$ cat config.mk
export PLATFORM = sky130hd
export DESIGN_NAME = led_pattern_sequencer
export DESIGN_NICKNAME = d
export VERILOG_FILES = /design/src/rtl/led_seq_pkg.sv /design/src/rtl/btn_debounce.sv /design/src/rtl/led_pattern_sequencer.sv
export SDC_FILE = /design/constraint.sdc
export NUM_CORES = 1
export LEC_CHECK = 0
export BUFFER_PORTS_ARGS = -buffer_cell sky130_fd_sc_hd__buf_2
export CORE_MARGIN = 10
export CORE_UTILIZATION = 65
export CTS_CLUSTER_DIAMETER = 100
export DETAILED_ROUTE_END_ITERATION = 7
export MAX_ROUTING_LAYER = met4
export PLACE_DENSITY = 0.83
export SLEW_MARGIN = 5
export SYNTH_ARGS = -nofsm -noshare
export SYNTH_HDL_FRONTEND = slang
export SYNTH_SLANG_ARGS = --single-unit
$ cat constraint.sdc
create_clock -name iCLK -period 3.12 [get_ports iCLK]
set_input_delay 0.624 -clock iCLK [delete_from_list [all_inputs] [get_ports iCLK]]
set_output_delay 0.624 -clock iCLK [all_outputs]
set_load 0.05 [all_outputs]
$ cat src/rtl/led_seq_pkg.sv
// Shared definitions for the 8-LED pattern sequencer.
//   mode_t     : pattern mode encoding (also the oMODE output encoding)
//   dir_t      : bounce travel direction
//   INIT_*     : oLED value loaded when a mode is entered
//   mode_init  : maps a mode to its entry pattern
package led_seq_pkg;

    localparam int LED_W = 8;

    typedef enum logic [1:0] {
        MODE_CHASE  = 2'd0,
        MODE_BOUNCE = 2'd1,
        MODE_FILL   = 2'd2,
        MODE_BLINK  = 2'd3
    } mode_t;

    typedef enum logic {
        DIR_LEFT  = 1'b0,
        DIR_RIGHT = 1'b1
    } dir_t;

    localparam logic [LED_W-1:0] INIT_CHASE  = 8'h01;
    localparam logic [LED_W-1:0] INIT_BOUNCE = 8'h01;
    localparam logic [LED_W-1:0] INIT_FILL   = 8'h00;
    localparam logic [LED_W-1:0] INIT_BLINK  = 8'h55;

    function automatic logic [LED_W-1:0] mode_init(input mode_t m);
        logic [LED_W-1:0] v;
        case (m)
            MODE_CHASE:  v = INIT_CHASE;
            MODE_BOUNCE: v = INIT_BOUNCE;
            MODE_FILL:   v = INIT_FILL;
            MODE_BLINK:  v = INIT_BLINK;
            default:     v = INIT_CHASE;
        endcase
        return v;
    endfunction

endpackage

$ cat src/rtl/btn_debounce.sv
// Button debouncer: two-flop synchroniser, stability counter and rise pulse.
//   iCLK   : system clock
//   iRST   : asynchronous active-high reset (accepted level cleared to 0)
//   iBTN   : raw asynchronous button, active-high
//   oRISE  : one-cycle pulse when the accepted level goes 0 -> 1
module btn_debounce #(
    parameter int DB_W = 16
) (
    input  logic iCLK,
    input  logic iRST,
    input  logic iBTN,
    output logic oRISE
);

    localparam logic [DB_W-1:0] CNT_MAX = '1;
    localparam logic [DB_W-1:0] CNT_ONE = {{(DB_W-1){1'b0}}, 1'b1};

    logic            sync_p0;
    logic            sync_p1;
    logic            stable;
    logic [DB_W-1:0] cnt;

    // The counter measures how long the synchronised input has disagreed with
    // the accepted level; any return to agreement restarts the measurement, so
    // short glitches never reach CNT_MAX.
    always_ff @(posedge iCLK or posedge iRST) begin
        if (iRST) begin
            sync_p0 <= 1'b0;
            sync_p1 <= 1'b0;
            stable  <= 1'b0;
            cnt     <= '0;
            oRISE   <= 1'b0;
        end else begin
            // stage p0 -> p1: metastability guard
            sync_p0 <= iBTN;
            sync_p1 <= sync_p0;
            oRISE   <= 1'b0;
            if (sync_p1 == stable) begin
                cnt <= '0;
            end else if (cnt == CNT_MAX) begin
                stable <= sync_p1;
                cnt    <= '0;
                // Only a press is reported; a release updates the level silently.
                oRISE  <= sync_p1;
            end else begin
                cnt <= cnt + CNT_ONE;
            end
        end
    end

endmodule

$ cat src/rtl/led_pattern_sequencer.sv
// 8-LED pattern sequencer: step-rate prescaler, debounced mode button and a
// four-mode pattern FSM (chase, bounce, fill, blink).
//   iCLK    : system clock
//   iRST    : asynchronous active-high reset
//   iBTN    : raw mode-advance button (asynchronous, active-high)
//   iSW     : direction, 1 = toward LSB, 0 = toward MSB
//   iSPEED  : rate select, step period = 2^(DIV_W-iSPEED) clocks
//   oLED    : LED pattern
//   oMODE   : current mode (0 CHASE, 1 BOUNCE, 2 FILL, 3 BLINK)
//   oTICK   : one-cycle pulse in the cycle oLED has just stepped
module led_pattern_sequencer
    import led_seq_pkg::*;
#(
    parameter int DIV_W = 19,
    parameter int DB_W  = 16
) (
    input  logic             iCLK,
    input  logic             iRST,
    input  logic             iBTN,
    input  logic             iSW,
    input  logic [1:0]       iSPEED,
    output logic [LED_W-1:0] oLED,
    output logic [1:0]       oMODE,
    output logic             oTICK
);

    localparam logic [DIV_W-1:0] CNT_ONE = {{(DIV_W-1){1'b0}}, 1'b1};

    logic [DIV_W-1:0] cnt;
    logic [DIV_W-1:0] cnt_mask;
    logic             tick;
    logic             adv;

    mode_t            mode;
    mode_t            mode_nxt;
    dir_t             dir;
    dir_t             dir_nxt;
    logic [LED_W-1:0] led_nxt;
    logic             tick_nxt;

    btn_debounce #(
        .DB_W (DB_W)
    ) u_debounce (
        .iCLK  (iCLK),
        .iRST  (iRST),
        .iBTN  (iBTN),
        .oRISE (adv)
    );

    // Faster speeds look at fewer low bits of the same counter, so a speed
    // change takes effect on the very next cycle without reloading anything.
    assign cnt_mask = {DIV_W{1'b1}} >> iSPEED;
    assign tick     = ((cnt & cnt_mask) == cnt_mask);

    always_ff @(posedge iCLK or posedge iRST) begin
        if (iRST) begin
            cnt <= '0;
        end else if (adv) begin
            // A new mode always gets a full step period before its first step.
            cnt <= '0;
        end else begin
            cnt <= cnt + CNT_ONE;
        end
    end

    always_ff @(posedge iCLK or posedge iRST) begin
        if (iRST) begin
            mode  <= MODE_CHASE;
            dir   <= DIR_LEFT;
            oLED  <= INIT_CHASE;
            oTICK <= 1'b0;
        end else begin
            mode  <= mode_nxt;
            dir   <= dir_nxt;
            oLED  <= led_nxt;
            oTICK <= tick_nxt;
        end
    end

    always_comb begin
        mode_nxt = mode;
        dir_nxt  = dir;
        led_nxt  = oLED;
        tick_nxt = 1'b0;
        if (adv) begin
            // Advance has priority: a coincident step is dropped, not deferred.
            mode_nxt = mode_t'(mode + 2'd1);
            led_nxt  = mode_init(mode_nxt);
            dir_nxt  = DIR_LEFT;
        end else if (tick) begin
            tick_nxt = 1'b1;
            case (mode)
                MODE_CHASE: begin
                    // Rotation gives the end-to-end wrap for a one-hot pattern.
                    if (iSW) begin
                        led_nxt = {oLED[0], oLED[LED_W-1:1]};
                    end else begin
                        led_nxt = {oLED[LED_W-2:0], oLED[LED_W-1]};
                    end
                end
                MODE_BOUNCE: begin
                    // Direction flips on the step that lands on an end bit, so
                    // the following step moves straight back inward.
                    if (dir == DIR_LEFT) begin
                        led_nxt = {oLED[LED_W-2:0], 1'b0};
                        if (oLED[LED_W-2]) begin
                            dir_nxt = DIR_RIGHT;
                        end
                    end else begin
                        led_nxt = {1'b0, oLED[LED_W-1:1]};
                        if (oLED[1]) begin
                            dir_nxt = DIR_LEFT;
                        end
                    end
                end
                MODE_FILL: begin
                    if (&oLED) begin
                        led_nxt = '0;
                    end else if (iSW) begin
                        led_nxt = {1'b1, oLED[LED_W-1:1]};
                    end else begin
                        led_nxt = {oLED[LED_W-2:0], 1'b1};
                    end
                end
                MODE_BLINK: begin
                    led_nxt = ~oLED;
                end
                default: begin
                    led_nxt = INIT_CHASE;
                end
            endcase
        end
    end

    assign oMODE = mode;

endmodule

==> results.md <==
- Detailed-placement wirelength estimate: 3438 um
- Maxcap violations: 0
- Setup crit start: cnt[0]
- Fin crit share: roughly four fifths
- Grt total ovfl: 0
- Die Span Y: about 84 um
- Count of standard-cell rows: 23
- Flops & latches, synth: 51
- List of cells traversed by the critical path: ha_1 > nand3_2 > or3_1 > or3_1 > or3_1 > a21oi_1
- Largest area contributor in the synthesized netlist: dfrtp_1
- Total global-route track usage: between 10% and 20%
- CP max stage cell: or3_1
- Clock Latency Late Sink: 310 ps
- Die outline area: 7051 um2
- Family with the most delay on the worst path: simple AND/OR/NAND/NOR gates
- First-pass GRT wire length: between 9000 and 10000 um
- Count of placed standard cells in the final layout, fillers left out: roughly 340
- Clk pin slew, worst setup/hold paths: about 100 ps
- Critical path launch point type: register
- Delay of the slowest critical-path stage: 560 ps
- Multi-input combinational cell area: 1305 um2
- Number of fill cells: 292
- Number of H-tree levels: 2
- TritonCTS Buffers: 5
- Routed Antenna Nets: 0
- Number of DRC markers after the initial detailed-route iteration: 151
- Pin count of the biggest net entering global routing: 52
- Peak ir drop on the vdd network: 0.3005 mV
- Worst Reg2Reg Path Length in Cells: 6
- Nature of the critical path endpoint: register
- Combined flip-flop and latch cell area: between 1000 and 1500 um2
- Tmin final: 2445 ps
- Count of warnings emitted by yosys: 0
- CTS tree: built
- Terminating pin of the worst hold path: u_debounce.sync_p1
- Setup violations, final: 0
- DR DRC count: 0
- Layout Skew: 6.924 ps
- Reg-to-reg critical path endpoint: dir
- Number of diodes: 0
- Buffers on Ports: 16
- Total I/O pin count: 17
- PnR Total Power: 1218 uW
- Number of distinct library cell variants in the gate-level netlist after synthesis: 34
- Max Buffers Root-to-Sink: 2
- Post-synthesis cell count: 279
- RR Startpoint: cnt[0]
- Die Width: about 84 um
- Worst Max-Slew Pin Slew: 1027 ps
- Vias post-DR: 2010
- Number of buffer and inverter stages on the critical path: 0
- Power density over cell area: 421.3 nW/um2
- Sinks on Clock Net: 51
- Final net count: 306
- Timing-limited maximum frequency: 0.4089 GHz
- Register-to-register setup slack: between 600 and 700 ps
- Vias in the first global route: slightly above 2000
- Count of instances resized after the clock tree is built: 0
- Layout overhead on the synthesized area: 8.702%
- Worst hold slack across all endpoints: 357.7 ps
- Synth area leaders: dfrtp_1 (47%), nor2_1 (6.6%), mux2_2 (5.1%)
- Synth Net Count: 292
- Share of layout cells above drive strength 1: 13.95%
- Vias/cell: about 5.8
- Sequential cell area fraction in the yosys report: 48.02%
- Fraction of post-synthesis cell area in the top cell type by area: 47.04%
- Most used cells in the layout excluding fill and tap cells: dfrtp_1 (50), nor2_1 (47), nand2_1 (22)
- Area of the mapped netlist: 2660 um2
- Mean instance size in the synthesized netlist: 9.534 um2
- # hold bufs at CTS: 0
- Tightest Hold Check Type: reg -> reg
- Drt pass-1 iters: 4
- Critical-path maximum fanout: 11
- Fin. Hold Viols: 0
- Run status: completed
- Clock root buffer: clkbuf_8
- Final GP Congestion: about 0.86
- Post-CTS setup repair buffer count: 0
- Cell seen most often among critical-path stages: or3_1
- Post-Place Cells: roughly 340
- Effective utilization at floorplan: between 60% and 70%
- Critical path data required time: about 3400 ps
- Worst min-delay path startpoint: u_debounce.sync_p0
- Class of the most critical setup path: reg -> reg
- Core region area: 3971 um2
- Arrival @ worst endpoint: 2670 ps
- Average detailed-routed wire length per instance: ~15 um
- Initial antenna violation count: 0
- Setup repair after global routing missed its margin: no
- Setup TNS after final layout: 0 ps
- Max-slew headroom at the worst pin: roughly a third
- Total wirelength of the detailed-routed design: 5025 um
- Most common cell after layout, fill and taps aside: dfrtp_1
- Count of final max-slew check failures: 0
- Cell count of the worst hold path: 0
- Cell leakage power: around 0.0012 uW
## worst max path at each step
stage,endpoint,depth (start not counted)
after detailed placement,dir,6
after floorplan,oLED[6],8
after CTS,dir,6
after global routing,dir,6
final,dir,6
after global placement,dir,6
## sequential cells by signal (all words and copies together), names as in the netlist
signal / cells
u_debounce.oRISE: 1
oTICK: 1
cnt: 19
u_debounce.stable: 1
oLED: 8
oMODE: 2
u_debounce.sync_p0: 1
dir: 1
u_debounce.sync_p1: 1
u_debounce.cnt: 16
## power breakdown
group / switching [uW] / internal (uW)
Clock: 220 / 264
Sequential: 12.0 / 668
Combinational: 35.4 / 18.7
## logic make-up after synthesis
kind of cell | Yosys count | synth area share, %
AO/OA/AOI/OAI | 42 | 10.11
XOR/XNOR | 27 | 8.890
adder cells (fa/ha/maj) | 7 | 3.292
buffers and inverters | 20 | 2.916
flip-flops | 51 | 48.02
multiplexers | 12 | 5.080
AND/OR/NAND/NOR | 120 | 21.68
## through the flow
step,setup slack [ps],util [%],area (um2)
2_1_floorplan,1033,-,2660
3_5_place_dp,681.4,69.75,2770
6_report,674.5,72.81,2892
3_3_place_gp,741.6,69.75,2770
5_1_grt,522.3,72.81,2892
4_1_cts,659.9,72.81,2892
## Yosys cell counts
| cell type | n |
|---|---|
| dfrtp_1 | 50 |
| nor2_1 | 47 |
| nand2_1 | 22 |
| xnor2_1 | 15 |
| mux2_2 | 12 |
| o21ai_0 | 12 |
| xor2_1 | 12 |
| inv_1 | 10 |
| nand4_1 | 10 |
| nor3_1 | 10 |
| a21oi_1 | 9 |
| or3_1 | 9 |
| clkbuf_1 | 7 |
| ha_1 | 7 |
| nand3_1 | 7 |
| a211oi_1 | 6 |
| a2bb2oi_1 | 6 |
| and4_1 | 4 |
| o31ai_1 | 4 |
| and3_1 | 3 |
| buf_2 | 2 |
| nor2b_1 | 2 |
| nor3b_1 | 2 |
| a221oi_1 | 1 |
| a31oi_1 | 1 |
| and2_1 | 1 |
| buf_1 | 1 |
| dfstp_2 | 1 |
| nand2b_1 | 1 |
| nand3_2 | 1 |
| nor3_2 | 1 |
| o211ai_1 | 1 |
| o21a_1 | 1 |
| o22ai_1 | 1 |
## layer usage
metal	GRT usage (%)	up-vias	part of all wire, %
met5	-	-	0
met1	16.58	968	44
met3	4.395	6	4.7
met4	5.784	0	1.5
met2	26.55	38	49
li1	-	998	-
## final cells by class
class / count / area share, %
multi-input combinational: 208 / 45.13
sequential: 51 / 44.18
timing repair buffer: 17 / 3.029
clock buffer: 6 / 2.856
tap: 50 / 2.164
clock inverter: 2 / 1.341
inverter: 10 / 1.298
## worst register-to-register path, delay by kind of cell (launching register included)
family | cells | cell delay (ps)
and+or+nand+nor | 4 | 1620
DFF | 1 | 390
AOI/OAI and AO/OA | 1 | 150
adders and majority gates | 1 | 210
No activity file was read; power rests on OpenSTA's default activity.
